<file path="config.mk">
export PLATFORM = sky130hd
export DESIGN_NAME = trdb_apb_regs
export DESIGN_NICKNAME = d
export VERILOG_FILES = /design/src/rtl/trdb_apb_regs.sv
export SDC_FILE = /design/constraint.sdc
export NUM_CORES = 1
export LEC_CHECK = 0
export BUFFER_PORTS_ARGS = -buffer_cell sky130_fd_sc_hd__buf_2
export CAP_MARGIN = 0
export CORE_UTILIZATION = 34
export CTS_CLUSTER_SIZE = 40
export DETAILED_ROUTE_END_ITERATION = 10
export GPL_TIMING_DRIVEN = 0
export PLACE_DENSITY = 0.6
export SYNTH_ARGS = -nofsm -noshare
export SYNTH_HDL_FRONTEND = slang
export SYNTH_SLANG_ARGS = --single-unit
</file>
<file path="constraint.sdc">
create_clock -name clk_i -period 5.9 [get_ports clk_i]
set_input_delay 0.295 -clock clk_i [delete_from_list [all_inputs] [get_ports clk_i]]
set_output_delay 0.295 -clock clk_i [all_outputs]
set_load 0.03 [all_outputs]
</file>
<file path="src/rtl/trdb_apb_regs.sv">
// trdb_apb_regs: APB3 control/status registers and trace enable state machine for the trace encoder.
// Ports:
//   clk_i, rst_ni                           clock, asynchronous active-low reset
//   psel_i, penable_i, pwrite_i, paddr_i,
//   pwdata_i, prdata_o, pready_o, pslverr_o APB3 responder, zero wait states
//   trace_req_on_i, trace_req_off_i         start/stop request pulses (trigger unit / filter)
//   flush_ack_i, flush_req_o                drain handshake with the encoder during an orderly stop
//   trace_enable_o, trace_activated_o       tracing running / armed by software
//   nocontext_o, notime_o, encoder_mode_o,
//   delta_address_o, full_address_o         configuration lines for the packet emitter
module trdb_apb_regs #(
    parameter int ADDR_W = 12,
    parameter int CNT_W  = 16
) (
    input  logic              clk_i,
    input  logic              rst_ni,
    input  logic              psel_i,
    input  logic              penable_i,
    input  logic              pwrite_i,
    input  logic [ADDR_W-1:0] paddr_i,
    input  logic [31:0]       pwdata_i,
    output logic [31:0]       prdata_o,
    output logic              pready_o,
    output logic              pslverr_o,
    input  logic              trace_req_on_i,
    input  logic              trace_req_off_i,
    input  logic              flush_ack_i,
    output logic              trace_enable_o,
    output logic              trace_activated_o,
    output logic              flush_req_o,
    output logic              nocontext_o,
    output logic              notime_o,
    output logic              encoder_mode_o,
    output logic              delta_address_o,
    output logic              full_address_o
);
    typedef enum logic [1:0] {OFF = 2'd0, ON = 2'd1, STOPPING = 2'd2} state_e;

    state_e           state_q, state_d;
    logic             act_q, act_d, noc_q, not_q, delta_q, full_q, missed_q, en_q, flush_q;
    logic [CNT_W-1:0] cnt_q;
    logic             access, err, wr_ok, wr_ctrl, wr_clr, start, stop, go_on, miss;
    logic [2:0]       idx;
    logic             unused;

    assign access  = psel_i & penable_i;
    assign idx     = paddr_i[4:2];
    assign err     = access & ((paddr_i[1:0] != 2'b00) | idx[2] | (pwrite_i & (idx == 3'd1 | idx == 3'd2)));
    assign wr_ok   = access & pwrite_i & ~err;
    assign wr_ctrl = wr_ok & (idx == 3'd0);
    assign wr_clr  = wr_ok & (idx == 3'd3);
    assign act_d   = wr_ctrl ? pwdata_i[0] : act_q;
    assign start   = trace_req_on_i | (wr_ctrl & pwdata_i[1]);
    assign stop    = trace_req_off_i | (wr_ctrl & pwdata_i[2]);
    // Starts are judged against the activated value before this cycle's write.
    assign go_on   = (state_q == OFF) & act_q & start & ~stop;
    assign miss    = (state_q == OFF) & ~act_q & start;
    assign unused  = ^{paddr_i[ADDR_W-1:5], pwdata_i[31:7]};

    always_comb begin
        state_d = state_q;
        if (state_q == OFF && go_on)
            state_d = ON;
        else if (state_q == ON && (stop | (act_q & ~act_d)))
            state_d = STOPPING;
        else if (state_q == STOPPING && flush_ack_i)
            state_d = OFF;
    end

    always_ff @(posedge clk_i or negedge rst_ni) begin
        if (!rst_ni) begin
            state_q  <= OFF;
            en_q     <= 1'b0;
            flush_q  <= 1'b0;
            act_q    <= 1'b0;
            noc_q    <= 1'b1;
            not_q    <= 1'b1;
            delta_q  <= 1'b1;
            full_q   <= 1'b0;
            missed_q <= 1'b0;
            cnt_q    <= '0;
        end else begin
            state_q  <= state_d;
            en_q     <= state_d == ON;
            flush_q  <= state_d == STOPPING;
            act_q    <= act_d;
            if (wr_ctrl) {full_q, delta_q, not_q, noc_q} <= pwdata_i[6:3];
            // A new miss overrides a simultaneous clear; a clear overrides a simultaneous increment.
            missed_q <= (missed_q & ~(wr_clr & pwdata_i[0])) | miss;
            cnt_q    <= (wr_clr & pwdata_i[1]) ? '0 : cnt_q + CNT_W'(go_on);
        end
    end

    assign prdata_o = ~access      ? 32'b0 :
                      idx == 3'd0  ? {25'b0, full_q, delta_q, not_q, noc_q, 2'b00, act_q} :
                      idx == 3'd1  ? {22'b0, state_q, 5'b0, missed_q, state_q == STOPPING, en_q} :
                      idx == 3'd2  ? 32'(cnt_q) : 32'b0;
    assign pready_o          = access;
    assign pslverr_o         = err;
    assign trace_enable_o    = en_q;
    assign flush_req_o       = flush_q;
    assign trace_activated_o = act_q;
    assign nocontext_o       = noc_q;
    assign notime_o          = not_q;
    assign delta_address_o   = delta_q;
    assign full_address_o    = full_q;
    assign encoder_mode_o    = 1'b0;
endmodule

</file>
==> results.sh, run 1 <==
export IMPL_core_mm2=0.00475
export IMPL_dr_total_vias=1435
export IMPL_drt_initial_drc_count=34
export IMPL_insertion_delay_ns=0.28
export IMPL_crit_path_max_incr_delay_ns=0.51
export IMPL_setup_tns_ns=0
export IMPL_initial_utilization=0.355
export IMPL_synth_top_cells_by_area="dfrtp_1, buf_4, nor2_1"
export IMPL_syn_mean_instance_area_um2=9.23
export IMPL_hold_buffers=0
export IMPL_setup_repair_after_global_routing_missed_its_margin="false"
export IMPL_clkTransAtPathRegs_ns=0.10
export IMPL_drt_wirelength_per_cell_um=11.8
export IMPL_count_of_endpoints_failing_hold_in_the_final_timing_report=0
export IMPL_nNetsFinal=301
export IMPL_critPathArrivalTime_ns=2.90
export IMPL_fp_dieH_um=72.5
export IMPL_grt_antenna_before_repair=0
export IMPL_most_common_library_cell_in_the_layout_ignoring_fill_and_taps="buf_2"
export IMPL_rr_endpoint="cnt_q[15]$_DFF_PN0_"
export IMPL_critical_path_slowest_cell="or4_4"
export IMPL_slew_headroom=0.588
export IMPL_power_density_mw_per_mm2=202
export IMPL_family_with_the_most_delay_on_the_worst_path="simple AND/OR/NAND/NOR gates"
export IMPL_tritoncts="done"
export IMPL_synth_distinct_cells=47
export IMPL_skew_ns=0.00443
export IMPL_transition_time_at_the_pin_with_the_least_slew_margin_ns=0.617
export IMPL_critPathKind="reg2reg"
export IMPL_cts_root_to_sink_buffers=2
export IMPL_area_growth_syn_to_layout_pct=25.5
export IMPL_dieArea_mm2=0.00525
export IMPL_highest_count_cells_in_the_layout_ignoring_fill_and_taps="buf_2, nor2_1, dfrtp_1"
export IMPL_ys_ff_latch=26
export IMPL_cts_root_buffer_cell="clkbuf_8"
export IMPL_grt_pass1_wl_um=6200
export IMPL_timing_hold_worst_class="in2async"
export IMPL_drive_gt1_frac=0.350
export IMPL_path_buf_inv=3
export IMPL_final_min_period_over_clock_period=0.455
export IMPL_setup_worst_path_end_class="register"
export IMPL_ys_warn_count=0
export IMPL_drt_pass_1_iters=4
export IMPL_postCtsSetupBuffers=0
export IMPL_min_period_ns=2.68
export IMPL_fill_cells=500
export IMPL_run_status="complete, no violations"
export IMPL_finalWirelength_um=3690
export IMPL_floorplan_rows=25
export IMPL_antenna_cells_inserted=0
export IMPL_synth_sequential_area_ratio=0.387
export IMPL_ant_nets=0
export IMPL_r2r_worst_path_cells=11
export IMPL_drt_vias_per_instance=4.58
export IMPL_max_freq_mhz=372
export IMPL_hpwlAfterDp_um=2800
export IMPL_synth_cell_area_mm2=0.00169
export IMPL_io_pins=94
export IMPL_post_synth_top_area_fraction=0.341
export IMPL_grt_max_degree=27
export IMPL_die_width_um=72.5
export IMPL_max_cap_violations=0
export IMPL_first_global_vias=1301
export IMPL_clock_tree_htree_level_count=1
export IMPL_drc=0
export IMPL_synthesis_instances=183
export IMPL_synth_largest_area_cell="dfrtp_1"
export IMPL_worst_r2r_startpoint="state_q[1]$_DFF_PN0_"
export IMPL_gr_usage_all_layers=0.154
export IMPL_inserted_clock_buffers=3
export IMPL_worstPathCellList="clkbuf_1 > nor3b_1 > a32oi_1 > nand4bb_1 > inv_1 > ha_1 > and4_1 > buf_6 > nand2_2 > or4_4 > a21oi_2"
export IMPL_port_buffer_count=43
export IMPL_timing_final_max_slew_violations=0
export IMPL_globalRouteOverflowTotal=0
export IMPL_critPathMaxFanout=10
export IMPL_finalSetupViolCount=0
export IMPL_place_congestion=0.792
export IMPL_static_leakage_power_nw=1.11
export IMPL_count_of_cells_resized_by_post_cts_repair=0
export IMPL_vdd_ir_drop_worst_v=0.0000927
export IMPL_utilization=0.446
export IMPL_start_kind="register"
export IMPL_worst_endpoint_required_ns=6.12
export IMPL_worst_r2r_setup_slack_ns=3.22
export IMPL_clock_sinks=26
[state kept, by name, summed over array words and instances, names as in the netlist]
register and count:
trace_activated_o 1, notime_o 1, missed_q 1, delta_address_o 1, nocontext_o 1, full_address_o 1, state_q 2, cnt_q 16
flush_req_o 1, trace_enable_o 1
[worst reg2reg max path, delay by kind of cell (launching register included)]
kind            cells  cell delay, ns
compound gates      2            0.29
fa+ha+maj           1            0.19
buf+inv             3            0.44
simple gates        5            1.32
flops               1            0.38
[kinds of logic after synthesis]
family | after synthesis | synth area share
AOI/OAI and AO/OA | 19 | 0.0763
xor gates and xnor gates | 13 | 0.0674
adders and majority gates | 2 | 0.0148
buffers and inverters | 28 | 0.110
DFF | 26 | 0.387
muxes | 9 | 0.0570
other | 1 | 0.00222
and+or+nand+nor | 85 | 0.284
[metrics by stage]
stage / cells / worst slack (ns) / cell area (um^2) / power [mW] / hold WS, ns
after global routing: 313 / 2.97 / 2120 / 0.449 / 0.0657
after CTS: 313 / 3.23 / 2120 / 0.434 / 0.0367
after global placement: 309 / 3.00 / 2050 / 0.279 / 0.345
final: 313 / 3.22 / 2120 / 0.429 / 0.0136
after floorplan: 199 / 3.29 / 1750 / 0.257 / -0.000591
after detailed placement: 309 / 3.00 / 2050 / 0.280 / 0.346
[synthesized netlist by cell type (all sizes together)]
cell type	instances
nand3	7
nor2	26
xor2	9
nand4	7
dfrtp	23
and3	8
o2bb2ai	1
inv	3
xnor2	4
nand3b	2
clkbuf	5
a22oi	2
buf	20
nor4b	1
a21oi	6
o21ai	3
mux2i	4
nand4bb	1
dfstp	3
nor2b	4
mux2	5
nor3b	2
and4	2
or4	1
a32oi	1
a21boi	1
a22o	2
or3	1
o211ai	1
nor3	4
or3b	1
and2	4
o31ai	2
nand2	11
nor4bb	2
conb	1
nor4	1
ha	2
[worst max-delay path by stage]
stage / slack (ns) / startpoint / depth (start not counted) / end
after floorplan: 3.29 / paddr_i[3] / 11 / cnt_q[15]$_DFF_PN0_
after global placement: 3.00 / paddr_i[3] / 11 / cnt_q[15]$_DFF_PN0_
after global routing: 2.97 / state_q[1]$_DFF_PN0_ / 11 / cnt_q[15]$_DFF_PN0_
final: 3.22 / state_q[1]$_DFF_PN0_ / 11 / cnt_q[15]$_DFF_PN0_
after detailed placement: 3.00 / paddr_i[3] / 11 / cnt_q[15]$_DFF_PN0_
after CTS: 3.23 / state_q[1]$_DFF_PN0_ / 11 / cnt_q[15]$_DFF_PN0_
[final cells by class]
type / count / area [um^2] / share of cell area
Multi-Input combinational cell: 145 / 908 / 0.429
Inverter: 3 / 11.3 / 0.00531
Buffer: 25 / 175 / 0.0826
Sequential cell: 26 / 654 / 0.309
Tap cell: 67 / 83.8 / 0.0396
Clock inverter: 1 / 30.0 / 0.0142
Timing Repair Buffer: 43 / 215 / 0.102
Clock buffer: 3 / 41.3 / 0.0195
[power breakdown]
| group | internal, mW | leakage, nW | switching (mW) |
|---|---|---|---|
| Sequential | 0.189 | 0.344 | 0.00995 |
| Combinational | 0.0293 | 0.726 | 0.0479 |
| Clock | 0.0910 | 0.0357 | 0.0621 |
[routing by layer]
metal  wire length [um]  global-route usage  part of all wire  vias to the layer above
met5                  0                   0                 0                        -
met3                203              0.0278             0.055                        5
li1                   -                   -                 -                      730
met1               1750               0.209              0.47                      652
met4                 70              0.0654             0.019                        0
met2               1680               0.240              0.45                       48
Note: power is estimated with default switching activity, not from simulation.
==> run 2, diff against run 1 <==
==> constraint.sdc (replaced) <==
create_clock -name clk_i -period 2.65 [get_ports clk_i]
set_input_delay 0.1325 -clock clk_i [delete_from_list [all_inputs] [get_ports clk_i]]
set_output_delay 0.1325 -clock clk_i [all_outputs]
set_load 0.03 [all_outputs]
==> results.sh, run 2 (synthesis results as in run 1) <==
export IMPL_run_status="complete, no violations"
export IMPL_max_freq_mhz=410
export IMPL_static_leakage_power_nw=1.12
export IMPL_timing_hold_worst_class="in2reg"
export IMPL_min_period_ns=2.44
export IMPL_dieArea_mm2=0.00525
export IMPL_nNetsFinal=304
export IMPL_clkTransAtPathRegs_ns=0.10
export IMPL_max_cap_violations=0
export IMPL_finalSetupViolCount=0
export IMPL_place_congestion=0.792
export IMPL_drt_wirelength_per_cell_um=11.8
export IMPL_placed_cells_incl_taps=309
export IMPL_slew_headroom=0.595
export IMPL_critPathKind="reg2reg"
export IMPL_setup_repair_after_global_routing_missed_its_margin="false"
export IMPL_worst_endpoint_required_ns=2.87
export IMPL_inserted_clock_buffers=3
export IMPL_final_min_period_over_clock_period=0.920
export IMPL_globalRouteOverflowTotal=0
export IMPL_clock_sinks=26
export IMPL_drt_pass_1_iters=5
export IMPL_highest_count_cells_in_the_layout_ignoring_fill_and_taps="buf_2, nor2_1, dfrtp_1"
export IMPL_largest_register_by_flop_count="cnt_q"
export IMPL_layout_top_registers="cnt_q: 16 flops, state_q: 2 flops"
export IMPL_vdd_ir_drop_worst_v=0.000206
export IMPL_tritoncts="done"
export IMPL_drc=0
export IMPL_critical_path_slowest_cell="or4_4"
export IMPL_worstPathCellList="nor3b_2 > a32oi_1 > nand4bb_1 > inv_1 > ha_1 > and4_1 > buf_6 > nand2_2 > or4_4 > a21oi_2"
export IMPL_power_density_mw_per_mm2=446
export IMPL_critPathArrivalTime_ns=2.66
export IMPL_skew_ns=0.00575
export IMPL_crit_path_max_incr_delay_ns=0.51
export IMPL_most_common_library_cell_in_the_layout_ignoring_fill_and_taps="buf_2"
export IMPL_hpwlAfterDp_um=2800
export IMPL_insertion_delay_ns=0.28
export IMPL_antenna_cells_inserted=0
export IMPL_io_pins=94
export IMPL_timing_final_max_slew_violations=0
export IMPL_area_growth_syn_to_layout_pct=27.6
export IMPL_final_instance_count_excl_fill=316
export IMPL_drive_gt1_frac=0.369
export IMPL_start_kind="register"
export IMPL_count_of_endpoints_failing_hold_in_the_final_timing_report=0
export IMPL_cts_root_to_sink_buffers=2
export IMPL_dr_total_vias=1447
export IMPL_grt_max_degree=27
export IMPL_largest_reg_flops=16
export IMPL_whs_ns=0.0714
export IMPL_fp_dieH_um=72.5
export IMPL_floorplan_rows=25
export IMPL_cts_root_buffer_cell="clkbuf_8"
export IMPL_port_buffer_count=43
export IMPL_transition_time_at_the_pin_with_the_least_slew_margin_ns=0.607
export IMPL_finalWirelength_um=3720
export IMPL_grt_antenna_before_repair=0
export IMPL_ant_nets=0
export IMPL_die_width_um=72.5
export IMPL_drt_initial_drc_count=38
export IMPL_core_mm2=0.00475
export IMPL_initial_utilization=0.355
export IMPL_clock_tree_htree_level_count=1
export IMPL_critPathMaxFanout=10
export IMPL_first_global_vias=1314
export IMPL_fill_cells=502
export IMPL_setup_worst_path_end_class="register"
export IMPL_grt_pass1_wl_um=6270
export IMPL_drt_vias_per_instance=4.58
export IMPL_gr_usage_all_layers=0.155
export IMPL_total_power_uw=962
==> run 2: cell count changes in the layout (fill, tap and decap cells not counted), sizes merged <==
cell         delta
clkbuf          -1
dlygate4sd3     +1
buf             +3
==> run 2: cell type report <==
cell class / count / area, um^2 / share of cell area
sequential: 26 / 657 / 0.305
inverter: 3 / 11.3 / 0.00522
timing repair buffer: 47 / 248 / 0.115
buffer: 24 / 171 / 0.0795
tap: 67 / 83.8 / 0.0389
clock buffer: 3 / 41.3 / 0.0192
multi-input combinational: 145 / 913 / 0.424
clock inverter: 1 / 30.0 / 0.0139
==> run 2: where the power goes <==
group          switching (mW)  total (mW)  internal, mW
Clock                   0.141       0.343         0.203
Combinational           0.106       0.175        0.0689
Sequential             0.0238       0.444         0.421
==> run 2: final timing paths <==
check	to	startpoint	cells past startpoint	slack, ns
max	cnt_q[15]$_DFF_PN0_	state_q[1]$_DFF_PN0_	10	0.21
min	nocontext_o$_DFFE_PN1N_	pwdata_i[3]	2	0.07
max reg2reg	cnt_q[15]$_DFF_PN0_	state_q[1]$_DFF_PN0_	10	0.21
min reg2reg	missed_q$_DFF_PN0_	missed_q$_DFF_PN0_	1	0.51
max in group asynchronous	state_q[0]$_DFF_PN0_	rst_ni	2	1.83
min in group asynchronous	cnt_q[12]$_DFF_PN0_	rst_ni	2	0.38
==> run 2: repair_timing <==
item	in CTS	in global routing
buffers inserted	1	2
resized for setup	0	3
hold buffers	1	0
gates cloned	0	0
endpoints found under the hold margin	23	0
pin swaps	1	0
endpoints found under the setup margin	1	2
==> run 2: per-layer routing <==
layer  wire length, um  track usage  up-vias  share of wire
met3               234       0.0278        5          0.063
met2              1630        0.241       56           0.44
li1                  -            -      737              -
met4                70       0.0654        0          0.019
met1              1790        0.213      649           0.48
met5                 0            0        -              0
==> run 2: worst max-delay path, delay by kind of cell (launching register included) <==
family                     cells  cell delay, ns
and+or+nand+nor                5            1.21
adders and majority gates      1            0.19
DFF                            1            0.46
AOI/OAI and AO/OA              2            0.27
buffers and inverters          2            0.25
==> run 2: stage by stage <==
stage | util | worst slack, ns | area, um^2 | setup TNS [ns]
after global routing | 0.453 | 0.0219 | 2160 | 0
after detailed placement | 0.431 | -0.0867 | 2050 | -0.126
final | 0.453 | 0.212 | 2160 | 0
after global placement | 0.431 | -0.0898 | 2050 | -0.130
after floorplan | - | 0.205 | 1750 | 0
after CTS | 0.449 | 0.0386 | 2140 | 0
